==> src/rtl/decoupled_demux_if.sv <==
// Ready/valid bundle for decoupled_demux: one input stream, N output lanes, error/busy status.
// io_count exists only when DEMUX_COUNT_EN is defined.
interface decoupled_demux_if #(
  parameter int N  = 4,
  parameter int W  = 8,
  parameter int DW = 2
);
  logic            io_in_valid;
  logic            io_in_ready;
  logic [W-1:0]    io_in_bits;
  logic [DW-1:0]   io_in_dest;
  logic [N-1:0]    io_out_valid;
  logic [N-1:0]    io_out_ready;
  logic [N*W-1:0]  io_out_bits;
  logic            io_err;
  logic            io_err_clr;
  logic            io_busy;
`ifdef DEMUX_COUNT_EN
  logic [N*16-1:0] io_count;
`endif

  // The demux itself.
  modport slave (
    input  io_in_valid, io_in_bits, io_in_dest, io_out_ready, io_err_clr,
    output io_in_ready, io_out_valid, io_out_bits, io_err, io_busy
`ifdef DEMUX_COUNT_EN
    , output io_count
`endif
  );

  // Whatever drives the input stream and sinks the lanes.
  modport master (
    output io_in_valid, io_in_bits, io_in_dest, io_out_ready, io_err_clr,
    input  io_in_ready, io_out_valid, io_out_bits, io_err, io_busy
`ifdef DEMUX_COUNT_EN
    , input io_count
`endif
  );
endinterface

==> src/rtl/decoupled_demux.sv <==
// One-to-N ready/valid demux with a one-entry register per lane (1-cycle latency, full rate).
// Optional per-lane delivery counters are enabled by defining DEMUX_COUNT_EN.
module decoupled_demux #(
  parameter int N  = 4,
  parameter int W  = 8,
  parameter int DW = 2
) (
  input logic               clk,
  input logic               reset,
  decoupled_demux_if.slave  bus
);

  logic [N-1:0] valid_q, valid_d;
  logic [W-1:0] data_q [N];
  logic [W-1:0] data_d [N];
  logic         err_q, err_d;

  logic [N-1:0] sel;
  logic [N-1:0] drain;
  logic         dest_ok;
  logic         accept;

  // Out-of-range destinations are always accepted so a bad beat can never wedge the input.
  assign dest_ok = 32'(bus.io_in_dest) < 32'(N);

  always_comb begin
    sel = '0;
    for (int k = 0; k < N; k++) begin
      sel[k] = dest_ok && (bus.io_in_dest == DW'(k));
    end
  end

  assign drain           = valid_q & bus.io_out_ready;
  assign bus.io_in_ready = !dest_ok || |(sel & (~valid_q | bus.io_out_ready));
  assign accept          = bus.io_in_valid && bus.io_in_ready;

  // NOTE: every signal written here gets its default first, so no path can infer a latch.
  always_comb begin
    valid_d = valid_q;
    err_d   = err_q;
    for (int k = 0; k < N; k++) begin
      data_d[k] = data_q[k];
      if (drain[k]) valid_d[k] = 1'b0;
      if (accept && sel[k]) begin
        valid_d[k] = 1'b1;
        data_d[k]  = bus.io_in_bits;
      end
    end
    if (bus.io_err_clr)       err_d = 1'b0;
    if (accept && !dest_ok)   err_d = 1'b1;
  end

  // NOTE: state registers use non-blocking assignments so all lanes update from the same pre-edge values.
  always_ff @(posedge clk or posedge reset) begin
    if (reset) begin
      valid_q <= '0;
      err_q   <= 1'b0;
      for (int k = 0; k < N; k++) data_q[k] <= '0;
    end else begin
      valid_q <= valid_d;
      err_q   <= err_d;
      for (int k = 0; k < N; k++) data_q[k] <= data_d[k];
    end
  end

  for (genvar k = 0; k < N; k++) begin : g_lane
    assign bus.io_out_bits[k*W +: W] = data_q[k];
  end

  assign bus.io_out_valid = valid_q;
  assign bus.io_err       = err_q;
  assign bus.io_busy      = |valid_q;

`ifdef DEMUX_COUNT_EN
  logic [15:0] cnt_q [N];
  logic [15:0] cnt_d [N];

  // Counters wrap naturally at 16 bits.
  always_comb begin
    for (int k = 0; k < N; k++) begin
      cnt_d[k] = cnt_q[k] + 16'(drain[k]);
    end
  end

  always_ff @(posedge clk or posedge reset) begin
    if (reset) begin
      for (int k = 0; k < N; k++) cnt_q[k] <= '0;
    end else begin
      for (int k = 0; k < N; k++) cnt_q[k] <= cnt_d[k];
    end
  end

  for (genvar k = 0; k < N; k++) begin : g_cnt
    assign bus.io_count[k*16 +: 16] = cnt_q[k];
  end
`endif

endmodule

==> src/flat_wrapper.sv <==
// flat-port wrapper written by rule: the top's interface ports become plain ports
module decoupled_demux_flat 
#(
  parameter int N  = 4,
  parameter int W  = 8,
  parameter int DW = 2
)
  (clk, reset, bus_io_in_valid, bus_io_in_bits, bus_io_in_dest, bus_io_out_ready, bus_io_err_clr, bus_io_in_ready, bus_io_out_valid, bus_io_out_bits, bus_io_err, bus_io_busy);
  decoupled_demux_if #(.N(N), .W(W), .DW(DW)) bus_i ();
  input logic clk;
  input logic reset;
  input wire logic [$bits(bus_i.io_in_valid)-1:0] bus_io_in_valid;
  input wire logic [$bits(bus_i.io_in_bits)-1:0] bus_io_in_bits;
  input wire logic [$bits(bus_i.io_in_dest)-1:0] bus_io_in_dest;
  input wire logic [$bits(bus_i.io_out_ready)-1:0] bus_io_out_ready;
  input wire logic [$bits(bus_i.io_err_clr)-1:0] bus_io_err_clr;
  output wire logic [$bits(bus_i.io_in_ready)-1:0] bus_io_in_ready;
  output wire logic [$bits(bus_i.io_out_valid)-1:0] bus_io_out_valid;
  output wire logic [$bits(bus_i.io_out_bits)-1:0] bus_io_out_bits;
  output wire logic [$bits(bus_i.io_err)-1:0] bus_io_err;
  output wire logic [$bits(bus_i.io_busy)-1:0] bus_io_busy;
  assign bus_i.io_in_valid = bus_io_in_valid;
  assign bus_i.io_in_bits = bus_io_in_bits;
  assign bus_i.io_in_dest = bus_io_in_dest;
  assign bus_i.io_out_ready = bus_io_out_ready;
  assign bus_i.io_err_clr = bus_io_err_clr;
  assign bus_io_in_ready = bus_i.io_in_ready;
  assign bus_io_out_valid = bus_i.io_out_valid;
  assign bus_io_out_bits = bus_i.io_out_bits;
  assign bus_io_err = bus_i.io_err;
  assign bus_io_busy = bus_i.io_busy;
  decoupled_demux #(.N(N), .W(W), .DW(DW)) u_core (.clk(clk), .reset(reset), .bus(bus_i));
endmodule
==> config.mk <==
export PLATFORM = sky130hd
export DESIGN_NAME = decoupled_demux_flat
export DESIGN_NICKNAME = d
export VERILOG_FILES = /design/src/rtl/decoupled_demux_if.sv /design/src/rtl/decoupled_demux.sv /design/src/flat_wrapper.sv
export SDC_FILE = /design/constraint.sdc
export NUM_CORES = 1
export LEC_CHECK = 0
export CAP_MARGIN = 40
export CORE_ASPECT_RATIO = 2
export CORE_UTILIZATION = 38
export DETAILED_ROUTE_END_ITERATION = 7
export HOLD_SLACK_MARGIN = 0.02
export PLACE_DENSITY = 0.87
export SLEW_MARGIN = 20
export SYNTH_ARGS = -nofsm -noshare
export SYNTH_HDL_FRONTEND = slang
export SYNTH_SLANG_ARGS = --single-unit
==> constraint.sdc <==
create_clock -name clk -period 1.25 [get_ports clk]
set_clock_uncertainty 0.05 [all_clocks]
set_input_delay 0.3125 -clock clk [delete_from_list [all_inputs] [get_ports clk]]
set_output_delay 0.3125 -clock clk [all_outputs]
set_load 0.02 [all_outputs]
==> flow_summary_export.csv, run 1 <==
group,metric,value,unit
clocking,cts_buffers,5,
routing,ant_nets,0,
floorplanning,start_util,39.3,%
synthesis,ys_seq_area_share,63.5,%
finish,layout_common_cells,"buf_2 (34), dfrtp_1 (32), mux2_4 (25)",
routing,drc,0,
critical_path,cp_max_fo,3,
sta,max_freq,0.558,GHz
clocking,clk_path_buf_depth,2,
place,dpl.hpwl,2.83,mm
clocking,clock-sinks,36,
finish,fin_nets,194,
critical_path,path_buf_inv,1,
place,portBuffers,54,
synthesis,syn_area_per_cell,15.6,um2
critical_path,crit_type,"flop to output pin",
critical_path,required,0.89,ns
global_routing,grt_pass1_wl,6.15,mm
global_routing,grt_max_degree,21,
power_and_ir_drop,ir_worst_vdd,1.34,mV
finish,area_growth,68.7,%
power_and_ir_drop,p_leak,1.19,nW
worst_hold_path,min_path_type,"primary input to asynchronous set/reset pin",
floorplanning,io_pins,57,
floorplanning,core_area,3610,um2
sta,fin_crit_sh,143,%
global_routing,grt_pass1_vias,1210,
routing,vias,1100,
power_and_ir_drop,p_total,3.79,mW
critical_path,end_kind,"output pin",
critical_path,arrival,1.43,ns
power_and_ir_drop,powerDensity,1580,nW/um2
run_status,violations,"negative setup slack",
synthesis,synth.distinct_cells,16,
routing,drtPass1Iterations,5,
floorplanning,rows,31,
clocking,clk_latency,0.29,ns
critical_path,slowest_stage,"mux4_2",
routing,wl_per_cell,19.2,um
run_status,status,"complete, but fails checks",
place,place_ws,-1.07,ns
global_routing,grt_usage,22.9,%
routing,via_per_inst,4.87,
job,drv_cap,0,
critical_path,crit_family,"multiplexers",
clocking,clkTransAtPathRegs,0.08,ns
synthesis,postSynthNetCount,109,
synthesis,ys.warnings.count,0,
sta,setup_viol_count_final,34,
sta,grt_setup_unrepaired,"yes",
sta,slew_violations,0,
synthesis,syn-cell-area,1420,um2
critical_path,crit_chain,"nand2b_4 > mux4_2 > buf_6",
sta,period_minus_slack,1.79,ns
finish,post-route-cell-area,2390,um2
place,postPlaceCellArea,2220,um2
routing,routed_wl,4.34,mm
sta,whs,0.312,ns
clocking,ctsRootBufferMaster,"clkbuf_8",
clocking,cts_tree,"built",
finish,final_core_util,66.4,%
floorplanning,fp.dieH,88.4,um
global_routing,overflow,0,
synthesis,ys_ff_latch,36,
place,routabilityCongestion,0.802,
floorplanning,die_x,45.2,um
clocking,postCtsHoldBufs,0,
critical_path,critPathLaunchType,"flop",
sta,setup_ws,-0.542,ns
finish,layout_commonest_cell,"buf_2",
synthesis,netlist_instances,91,
global_routing,antenna_found_initial,0,
floorplanning,fp.dieArea,4000,um2
finish,n_antenna_cell,0,
clocking,cts_max_level,2,
sta,finalHoldViolCount,0,
routing,drt_iter0_markers,14,
finish,drive_gt1_share,68.9,%
critical_path,critPathMaxStageDelay,0.49,ns
[report_power, final]
group	switching, mW	internal [mW]
sequential	0.147	1.40
clock	0.425	0.590
combinational	0.604	0.628
total	1.17	2.61
[area by class of cell]
type,instances,area [um2]
Clock buffer,5,68.8
Multi-Input combinational cell,52,678
Sequential cell,36,906
Timing Repair Buffer,80,633
Inverter,1,3.75
Clock inverter,3,42.5
Fill cell,271,1210
Tap cell,49,61.3
[Yosys cell counts, drive strengths merged]
master,instances,area [um2]
mux4,1,22.5
o21ai,1,5.00
nand3,1,5.00
buf,3,17.5
nor3b,1,18.8
nand3b,1,11.3
nand2b,4,25.0
nand2,5,18.8
conb,1,3.75
or4,1,7.51
dfrtp,36,901
inv,1,3.75
and3,1,6.26
mux2,32,360
nor2b,2,12.5
[path summary, 6_finish.rpt]
path	from	endpoint	slack, ns	depth (start not counted)
max in group asynchronous	reset	u_core.bus.io_out_bits[0]$_DFFE_PP0P_	0.60	3
hold / removal	reset	u_core.bus.io_out_bits[26]$_DFFE_PP0P_	0.31	3
min in group clk	bus_io_in_dest[1]	u_core.bus.io_out_valid[3]$_DFFE_PP0P_	0.41	4
hold reg to reg	u_core.bus.io_out_bits[1]$_DFFE_PP0P_	u_core.bus.io_out_bits[1]$_DFFE_PP0P_	0.45	1
setup / recovery	u_core.bus.io_out_valid[1]$_DFFE_PP0P_	bus_io_in_ready	-0.54	3
setup reg to reg	u_core.bus.io_out_valid[1]$_DFFE_PP0P_	u_core.bus.io_out_bits[12]$_DFFE_PP0P_	-0.25	5
[stage by stage]
stage | TNS [ns] | instances
after floorplan | -2.78 | 91
after global placement | -24.81 | 206
after detailed placement | -27.17 | 206
after CTS | -5.57 | 219
after global routing | -6.26 | 226
final | -5.46 | 226
[worst register-to-register path: stages, from the launching register on]
cell and delay [ns]:
dfrtp_2 0.45, nand2b_4 0.09, buf_6 0.09, nor3b_4 0.22, buf_12 0.18, mux2_4 0.31
[cells by family (layout without fill, tap and decap cells)]
kind of cell           Yosys count  after routing  share of synthesized area, %
AO/OA/AOI/OAI                    1              1                         0.352
buffers and inverters            4             89                          1.50
flip-flops                      36             36                          63.5
multiplexers                    33             33                          27.0
other                            1              1                         0.264
AND/OR/NAND/NOR                 16             17                          7.41
[registers in the layout, indices dropped and copies added (netlist names)]
| signal | flops |
|---|---|
| u_core.bus.io_out_bits | 32 |
| u_core.bus.io_out_valid | 4 |
[metal layers]
metal	wire length [um]	global-route usage (%)	vias up	share of wire (%)
li1	-	-	487	-
met1	1440	21.0	563	33
met4	114	11.6	0	2.6
met3	107	5.31	10	2.5
met2	2680	43.6	40	62
met5	0	0	-	0
[repair_timing]
item,4_1_cts,5_1_grt
hold endpoints to repair,0,0
resized for setup,195,10
pin swaps,2,0
endpoints found under the setup margin,71,40
cloned,1,0
buffers inserted,5,10
(Power assumes the default switching activity.)
==> inputs of run 2 (changes only) <==
--- a/config.mk
+++ b/config.mk
@@ -7,11 +7,11 @@
 export LEC_CHECK = 0
 export CAP_MARGIN = 40
 export CORE_ASPECT_RATIO = 2
-export CORE_UTILIZATION = 38
+export CORE_UTILIZATION = 45
 export DETAILED_ROUTE_END_ITERATION = 7
+export GPL_TIMING_DRIVEN = 0
 export HOLD_SLACK_MARGIN = 0.02
-export PLACE_DENSITY = 0.87
-export SLEW_MARGIN = 20
+export PLACE_DENSITY = 0.95
 export SYNTH_ARGS = -nofsm -noshare
 export SYNTH_HDL_FRONTEND = slang
 export SYNTH_SLANG_ARGS = --single-unit
==> constraint.sdc (replaced) <==
create_clock -name clk -period 2.17 [get_ports clk]
set_clock_uncertainty 0.05 [all_clocks]
set_input_delay 0.5425 -clock clk [delete_from_list [all_inputs] [get_ports clk]]
set_output_delay 0.5425 -clock clk [all_outputs]
set_load 0.02 [all_outputs]
==> run 2 against run 1 <==
Compared with the run above: the flow now finishes without violations; total power is 46% lower; largest cell class unchanged; die area is 15% lower; non-clock buffer count is 22 lower; largest power group unchanged; sequential power is 43% lower; wire length is 25% lower.
==> flow_summary_export.csv, run 2 (same netlist as run 1, synthesis figures left out) <==
group,metric,value,unit
clocking,postCtsResizedCells,17,
sta,max_freq,0.468,GHz
finish,largest_reg_flops,32,
finish,ff_latch_area,901,um2
place,post-place-cells,176,
place,portBuffers,54,
finish,fin_cells,184,
global_routing,antenna_found_initial,0,
critical_path,arrival,1.54,ns
sta,grt_setup_unrepaired,"no",
sta,fin_crit_sh,98.4,%
routing,vias,974,
critical_path,crit_type,"primary input to output pin",
routing,routed_wl,3.24,mm
routing,via_per_inst,5.29,
global_routing,overflow,0,
sta,slew_violations,0,
finish,n_antenna_cell,0,
clocking,clk_latency,0.29,ns
floorplanning,fp.dieArea,3400,um2
floorplanning,die_x,41.7,um
worst_hold_path,min_to,"u_core.bus.io_out_bits[30]$_DFFE_PP0P_",
worst_hold_path,min_path_cells,1,
routing,drtPass1Iterations,4,
critical_path,path_buf_inv,2,
job,drv_cap,0,
routing,wl_met2,1.91,mm
place,routabilityCongestion,0.716,
critical_path,crit_chain,"dlygate4sd2_1 > nand2b_4 > mux4_2 > buf_6",
finish,fin_nets,171,
finish,layout_common_cells,"clkdlybuf4s50_1 (46), dfrtp_1 (36), mux2_2 (32)",
sta,finalHoldViolCount,0,
sta,setup_viol_count_final,0,
power_and_ir_drop,ir_worst_vdd,0.691,mV
critical_path,critPathMaxStageDelay,0.47,ns
floorplanning,core_area,2980,um2
clocking,cts_buffers,5,
critical_path,crit_family,"multiplexers",
critical_path,cp_max_fo,3,
run_status,status,"complete, no violations",
global_routing,grt_pass1_vias,1067,
clocking,postCtsHoldBufs,0,
critical_path,r2r_setup_slack,0.58,ns
clocking,clk_path_buf_depth,2,
sta,setup_ws,0.0347,ns
global_routing,grt_pass1_wl,5.23,mm
clocking,cts_max_level,2,
sta,slew_headroom,52.9,%
place,place_ws,-0.606,ns
critical_path,worstReg2RegStart,"u_core.bus.io_out_valid[1]$_DFFE_PP0P_",
critical_path,rr_endpoint,"u_core.bus.io_out_bits[14]$_DFFE_PP0P_",
critical_path,slowest_stage,"mux4_2",
routing,wl_met3,132,um
clocking,post_cts.repair.setup_buffers,0,
worst_hold_path,min_path_type,"flop to flop",
global_routing,grt_usage,21.5,%
finish,area_growth,50.4,%
power_and_ir_drop,p_leak,0.941,nW
floorplanning,io_pins,57,
routing,drc,0,
clocking,clkTransAtPathRegs,0.06,ns
clocking,cts_tree,"built",
floorplanning,rows,28,
sta,worstMarginPinSlew,0.706,ns
finish,fillCellCount,212,
routing,ant_nets,0,
critical_path,end_kind,"output pin",
routing,wl_met1,1.12,mm
power_and_ir_drop,powerDensity,954,nW/um2
floorplanning,fp.dieH,81.4,um
clocking,clock-sinks,36,
finish,drive_gt1_share,33.1,%
sta,period_minus_slack,2.14,ns
critical_path,ff2ff_path_depth,3,
clocking,ctsRootBufferMaster,"clkbuf_8",
worst_hold_path,min_from,"u_core.bus.io_out_bits[30]$_DFFE_PP0P_",
place,dpl.hpwl,2.45,mm
critical_path,required,1.58,ns
routing,wl_per_cell,17.6,um
global_routing,grt_max_degree,21,
floorplanning,start_util,47.6,%
finish,layout_commonest_cell,"clkdlybuf4s50_1",
routing,drt_iter0_markers,7,
finish,multi_input_area,527,um2
finish,final_core_util,71.6,%
critical_path,critPathLaunchType,"primary input",
routing,routed.top_layer,"met4",
==> run 2: through the flow <==
step / instance area, um2 / TNS [ns] / total power [mW] / hold WS [ns]
global placement: 2000 / -1.93 / 1.54 / 0.437
finish: 2130 / 0 / 2.04 / 0.459
global route: 2130 / 0 / 2.13 / 0.481
floorplan: 1420 / 0 / 1.20 / 0.576
CTS: 2140 / 0 / 2.06 / 0.459
detailed placement: 2020 / -2.96 / 1.57 / 0.444
==> run 2: layer usage <==
layer  track usage [%]  vias to the layer above
met2              39.8                       30
li1                  -                      437
met1              20.7                      501
met4              12.3                        0
met5                 0                        -
met3              6.15                        6
==> run 2: power by group <==
part	switching, mW	leakage (nW)	internal, mW
Clock	0.224	0.0455	0.259
Combinational	0.310	0.464	0.363
Sequential	0.0771	0.431	0.803
Total	0.610	0.941	1.43
==> run 2: worst max path at each step <==
stage | from | endpoint | slack (ns) | cells after the start
detailed placement | bus_io_in_dest[0] | bus_io_in_ready | -0.61 | 3
global route | bus_io_out_ready[2] | bus_io_in_ready | 0.02 | 4
finish | bus_io_out_ready[2] | bus_io_in_ready | 0.03 | 4
global placement | bus_io_in_dest[0] | bus_io_in_ready | -0.58 | 3
floorplan | bus_io_out_ready[0] | bus_io_in_ready | 0.34 | 2
CTS | u_core.bus.io_out_valid[0]$_DFFE_PP0P_ | bus_io_busy | 0.01 | 2
==> run 2: final cells by class <==
type                    count  area share, %
plain buffers               3          0.821
repair buffers             55           26.1
flip-flops and latches     36           42.2
inverters                   1          0.176
clock buffers               8           4.22
multi-input cells          51           24.7
well taps                  30           1.76
==> inputs of run 3 (changes only) <==
--- a/config.mk
+++ b/config.mk
@@ -7,6 +7,7 @@
 export LEC_CHECK = 0
 export CAP_MARGIN = 40
 export CORE_ASPECT_RATIO = 2
+export CORE_MARGIN = 4
 export CORE_UTILIZATION = 45
 export DETAILED_ROUTE_END_ITERATION = 7
 export GPL_TIMING_DRIVEN = 0
==> run 3 against run 2 <==
Compared with the run above: first-iteration DRC count is 71% higher; maximum frequency hardly changed; wire length is 6.8% higher; sequential power hardly changed; sequential share of layout area is 0.90 points lower; non-clock buffer count is 4 higher; cell count is 2.2% higher; hold slack worse by 0.0041 ns; cell area is 2.2% higher; sequential cell count stayed put; critical endpoint unchanged; largest cell class unchanged.
==> flow_summary_export.csv, run 3 (same netlist as run 1, synthesis figures left out) <==
group,metric,value,unit
critical_path,r2r_setup_slack,0.54,ns
global_routing,grtUsageMet2,30.8,%
global_routing,grt_usage,18.5,%
place,routabilityCongestion,0.760,
global_routing,grt_max_degree,25,
clocking,cts_buffers,5,
power_and_ir_drop,powerDensity,928,nW/um2
critical_path,required,1.58,ns
finish,drive_gt1_share,36.1,%
critical_path,rr_endpoint,"u_core.bus.io_out_bits[13]$_DFFE_PP0P_",
global_routing,busiest_layer,"met2",
finish,n_antenna_cell,0,
floorplanning,fp.dieH,87.4,um
floorplanning,fp.dieArea,4170,um2
finish,area_growth,53.6,%
clocking,cts_max_level,2,
floorplanning,die_x,47.7,um
sta,setup_viol_count_final,0,
job,drv_cap,0,
finish,largest_reg_flops,32,
global_routing,grt_pass1_wl,5.26,mm
critical_path,ff2ff_path_depth,4,
finish,multi_input_area,527,um2
place,postPlaceCellArea,2020,um2
routing,vias,999,
clocking,clock-sinks,36,
critical_path,critPathLaunchType,"primary input",
run_status,status,"complete, no violations",
routing,ant_nets,0,
floorplanning,io_pins,57,
critical_path,crit_type,"primary input to output pin",
sta,slew_headroom,61.1,%
finish,fillCellCount,203,
floorplanning,rows,28,
global_routing,grt_pass1_vias,1075,
worst_hold_path,min_to,"u_core.bus.io_out_bits[1]$_DFFE_PP0P_",
clocking,clk_path_buf_depth,2,
global_routing,antenna_found_initial,0,
finish,ff_latch_area,901,um2
routing,drc,0,
sta,finalHoldViolCount,0,
routing,drtPass1Iterations,4,
critical_path,worstReg2RegStart,"u_core.bus.io_out_valid[1]$_DFFE_PP0P_",
global_routing,grt_use_met3,5.59,%
finish,layout_common_cells,"clkdlybuf4s50_1 (46), dfrtp_1 (36), mux2_2 (32)",
floorplanning,core_area,3010,um2
global_routing,overflow,0,
finish,layout_commonest_cell,"clkdlybuf4s50_1",
sta,slew_violations,0,
routing,routed_wl,3.46,mm
sta,fin_crit_sh,98.5,%
clocking,clkTransAtPathRegs,0.06,ns
floorplanning,start_util,47.1,%
power_and_ir_drop,p_total,2.02,mW
critical_path,end_kind,"output pin",
clocking,ctsRootBufferMaster,"clkbuf_8",
place,portBuffers,54,
power_and_ir_drop,p_leak,1.00,nW
sta,period_minus_slack,2.14,ns
clocking,cts_tree,"built",
worst_hold_path,min_path_cells,1,
routing,drt_iter0_markers,12,
finish,final_core_util,72.3,%
critical_path,arrival,1.54,ns
place,dpl.hpwl,2.61,mm
worst_hold_path,min_from,"u_core.bus.io_out_bits[1]$_DFFE_PP0P_",
routing,wl_per_cell,18.4,um
worst_hold_path,min_path_type,"flop to flop",
power_and_ir_drop,ir_worst_vdd,0.803,mV
global_routing,met1_usage,19.6,%
sta,max_freq,0.468,GHz
routing,via_per_inst,5.31,
sta,whs,0.455,ns
sta,setup_tns,0,ns
clocking,clk_latency,0.28,ns
critical_path,cp_max_fo,4,
sta,worstMarginPinSlew,0.583,ns
finish,fin_nets,175,
finish,post-route-cell-area,2180,um2
-- run 3: final cells by class --
| cell class | instances | area share (%) |
|---|---|---|
| repair buffers | 59 | 27.8 |
| well taps | 30 | 1.72 |
| multi-input cells | 51 | 24.2 |
| clock buffers | 5 | 3.16 |
| inverters | 1 | 0.172 |
| plain buffers | 3 | 0.804 |
| clock inverters | 3 | 0.861 |
| flip-flops and latches | 36 | 41.3 |
-- run 3: what timing repair did --
item                                    CTS  global route
endpoints found under the setup margin    2             2
gates resized for setup                   7            12
hold buffers                              0             0
buffers inserted                          0             4
-- run 3: where the power goes --
part	switching [mW]	leakage, nW	internal (mW)
Sequential	0.0765	0.431	0.803
Clock	0.238	0.0479	0.223
Combinational	0.313	0.521	0.370
-- run 3: worst max-delay path, stage by stage --
cell and delay [ns]:
dlygate4sd2_1 0.30, mux4_2 0.55, buf_6 0.15
-- run 3: metal layers --
layer | vias up | share of wire (%)
met5 | - | 0
met4 | 0 | 2.6
met3 | 6 | 8.2
met2 | 49 | 52
met1 | 497 | 37
li1 | 447 | -
-- run 3: worst max-delay path by stage --
stage / from / end / slack (ns) / cells after the start
finish: bus_io_in_dest[0] / bus_io_in_ready / 0.03 / 3
global route: bus_io_in_dest[0] / bus_io_in_ready / -0.0008 / 3
CTS: bus_io_out_ready[1] / bus_io_in_ready / -0.19 / 4
detailed placement: bus_io_in_dest[0] / bus_io_in_ready / -0.64 / 3
global placement: bus_io_in_dest[0] / bus_io_in_ready / -0.59 / 3
floorplan: bus_io_out_ready[0] / bus_io_in_ready / 0.34 / 2
-- run 3: through the flow --
step	setup WS [ns]	instances
3_5_place_dp	-0.640	176
5_1_grt	-0.000811	188
6_report	0.0329	188
2_1_floorplan	0.342	91
3_3_place_gp	-0.590	175
4_1_cts	-0.194	184
==> variant (settings of run 1) <==
`DW` is set to 2 in 3 places; all go to 3.
--- a/src/rtl/decoupled_demux_if.sv
+++ b/src/rtl/decoupled_demux_if.sv
@@ -5,3 +5,3 @@
   parameter int W  = 8,
-  parameter int DW = 2
+  parameter int DW = 3
 );
--- a/src/rtl/decoupled_demux.sv
+++ b/src/rtl/decoupled_demux.sv
@@ -5,3 +5,3 @@
   parameter int W  = 8,
-  parameter int DW = 2
+  parameter int DW = 3
 ) (
--- a/src/flat_wrapper.sv
+++ b/src/flat_wrapper.sv
@@ -5,3 +5,3 @@
   parameter int W  = 8,
-  parameter int DW = 2
+  parameter int DW = 3
 )
Interface: changed (resized bus_io_in_dest); port bits go from 57 to 58. No check against the original RTL was run, so the function may have changed too.
==> variant against run 1 <==
The flow still finishes with violations (negative setup slack); largest power group unchanged; power shrank 1.7%; routed wire length grew 11%; synthesized area grew 5.4%; synthesized cell count grew 3.3%; sequential cell count grew 1; setup slack lost 0.17 ns; via count grew 6.1%; critical path depth grew 1; core utilization grew 1.2 points; design area grew 4.0%; critical path type unchanged; non-clock buffer count grew 9.
==> variant: results (changes against run 1) <==
Final Wtd Congestion: 0.746 (-7.0%)
Yosys cell types: 17 (+1)
multi-input gate count: 51 (-1.9%)
WL/cell: 20.2 um (+5.1%)
first-pass GRT wire length: 7190 um (+17%)
Post-DP HPWL: 2810 um (-0.69%)
Chip Width: 46.4 um (+2.5%)
placed cell areas: 2330 um2 (+5.0%)
Cells after DPL: 218 (+5.8%)
CP max FO: 2 (-1)
post-route core utilization: 0.675 (+0.0118)
failing checks: negative setup slack
Setup WS pre-CTS: -1.24 ns (-0.173 ns)
DRT iter0 DRCs: 8 (-6)
vias per cell: 4.90 (+0.74%)
Synth area leaders: dfrtp_1 (62%), mux2_2 (18%), mux2_4 (8.0%)
Final Net Count: 207 (+6.7%)
status: complete, but fails checks
multi-input logic area: 666 um2 (-1.8%)
internal power: 2.49 mW (-4.7%)
syn nets: 113 (+3.7%)
Signal buf overhead: 0.292 (+0.0271)
sequential share of cell area: 0.374 (-0.00441)
gr usage total: 0.246 (+0.0171)
vias in the first global route: 1309 (+8.2%)
R2R cell count: 7 (+2)
final setup fails: 39 (+15%)
number of fill cells: 256 (-5.5%)
Seq/Total Area, Yosys: 0.619 (-0.0157)
final-layout clock-cell area share: 0.0362 (-0.0103)
M3 GR Usage: 0.0560 (+0.00294)
RR Startpoint: u_core.bus.io_out_valid[3]
worst r2r dst: u_core.bus.io_out_bits[30]
synthesized flop and latch total: 37 (+2.8%)
share of layout cells above drive strength 1: 0.688 (-0.00143)
hold crit path type: in2reg
Final WS setup: -0.716 ns (-0.174 ns)
final hold slack: 0.293 ns (-0.0185 ns)
Clock Tree Root: clkbuf_8
Inverters: 4 (+3)
Syn Area/Cell: 15.9 um2 (+2.0%)
GRT met2 Usage: 0.422 (-0.0136)
Buffers excl. clock: 89 (+11%)
Clock net power: 849 uW (-16%)
# port buffers: 57 (+5.6%)
first-pass detailed-route iteration total: 2 (-3)
largest net degree at the start of global routing: 21 (unchanged)
leak pwr: 1.26 nW (+6.2%)
critical path startpoint: u_core.bus.io_out_valid[2]
commonest cells in the netlist: dfrtp_1 (37), mux2_2 (24), mux2_4 (8)
M1 GR Usage: 0.272 (+0.0623)
Cell Count, Final, Fillers Out: 238 (+5.3%)
slowest stage delay, CP: 0.47 ns (-0.02 ns)
Comb power frac: 0.345 (+0.020)
==> variant: cell types whose count changed after synthesis, moves of 2 or more <==
cell and delta:
buf_2 -2, inv_1 +3, mux2_2 -8, mux2_4 +8, nand2_1 -3, nand3_2 +2, nor2b_1 -2, o21ai_0 +3
==> variant: through the flow <==
step	setup TNS [ns]	power (mW)
after floorplan	-4.69	2.22
final	-10.07	3.73
after global placement	-29.81	2.92
after CTS	-10.41	3.69
after global routing	-11.10	3.88
after detailed placement	-31.69	2.97
==> variant: what timing repair did <==
action | CTS | global route
hold buffers | 0 | 0
pin swaps | 7 | 7
buffers inserted | 7 | 8
setup endpoints to repair | 74 | 44
resized for setup | 209 | 13
gates cloned | 1 | 0
==> variant: routing by layer <==
metal / vias to the layer above / part of all wire
met5: - / 0
met4: 0 / 0.029
met3: 13 / 0.056
met2: 49 / 0.55
met1: 590 / 0.37
li1: 515 / -
==> variant: cells by family after synthesis <==
kind of cell,synth area share
flops,0.619
mux,0.276
simple gates,0.0686
buf+inv,0.0226
compound gates,0.0134
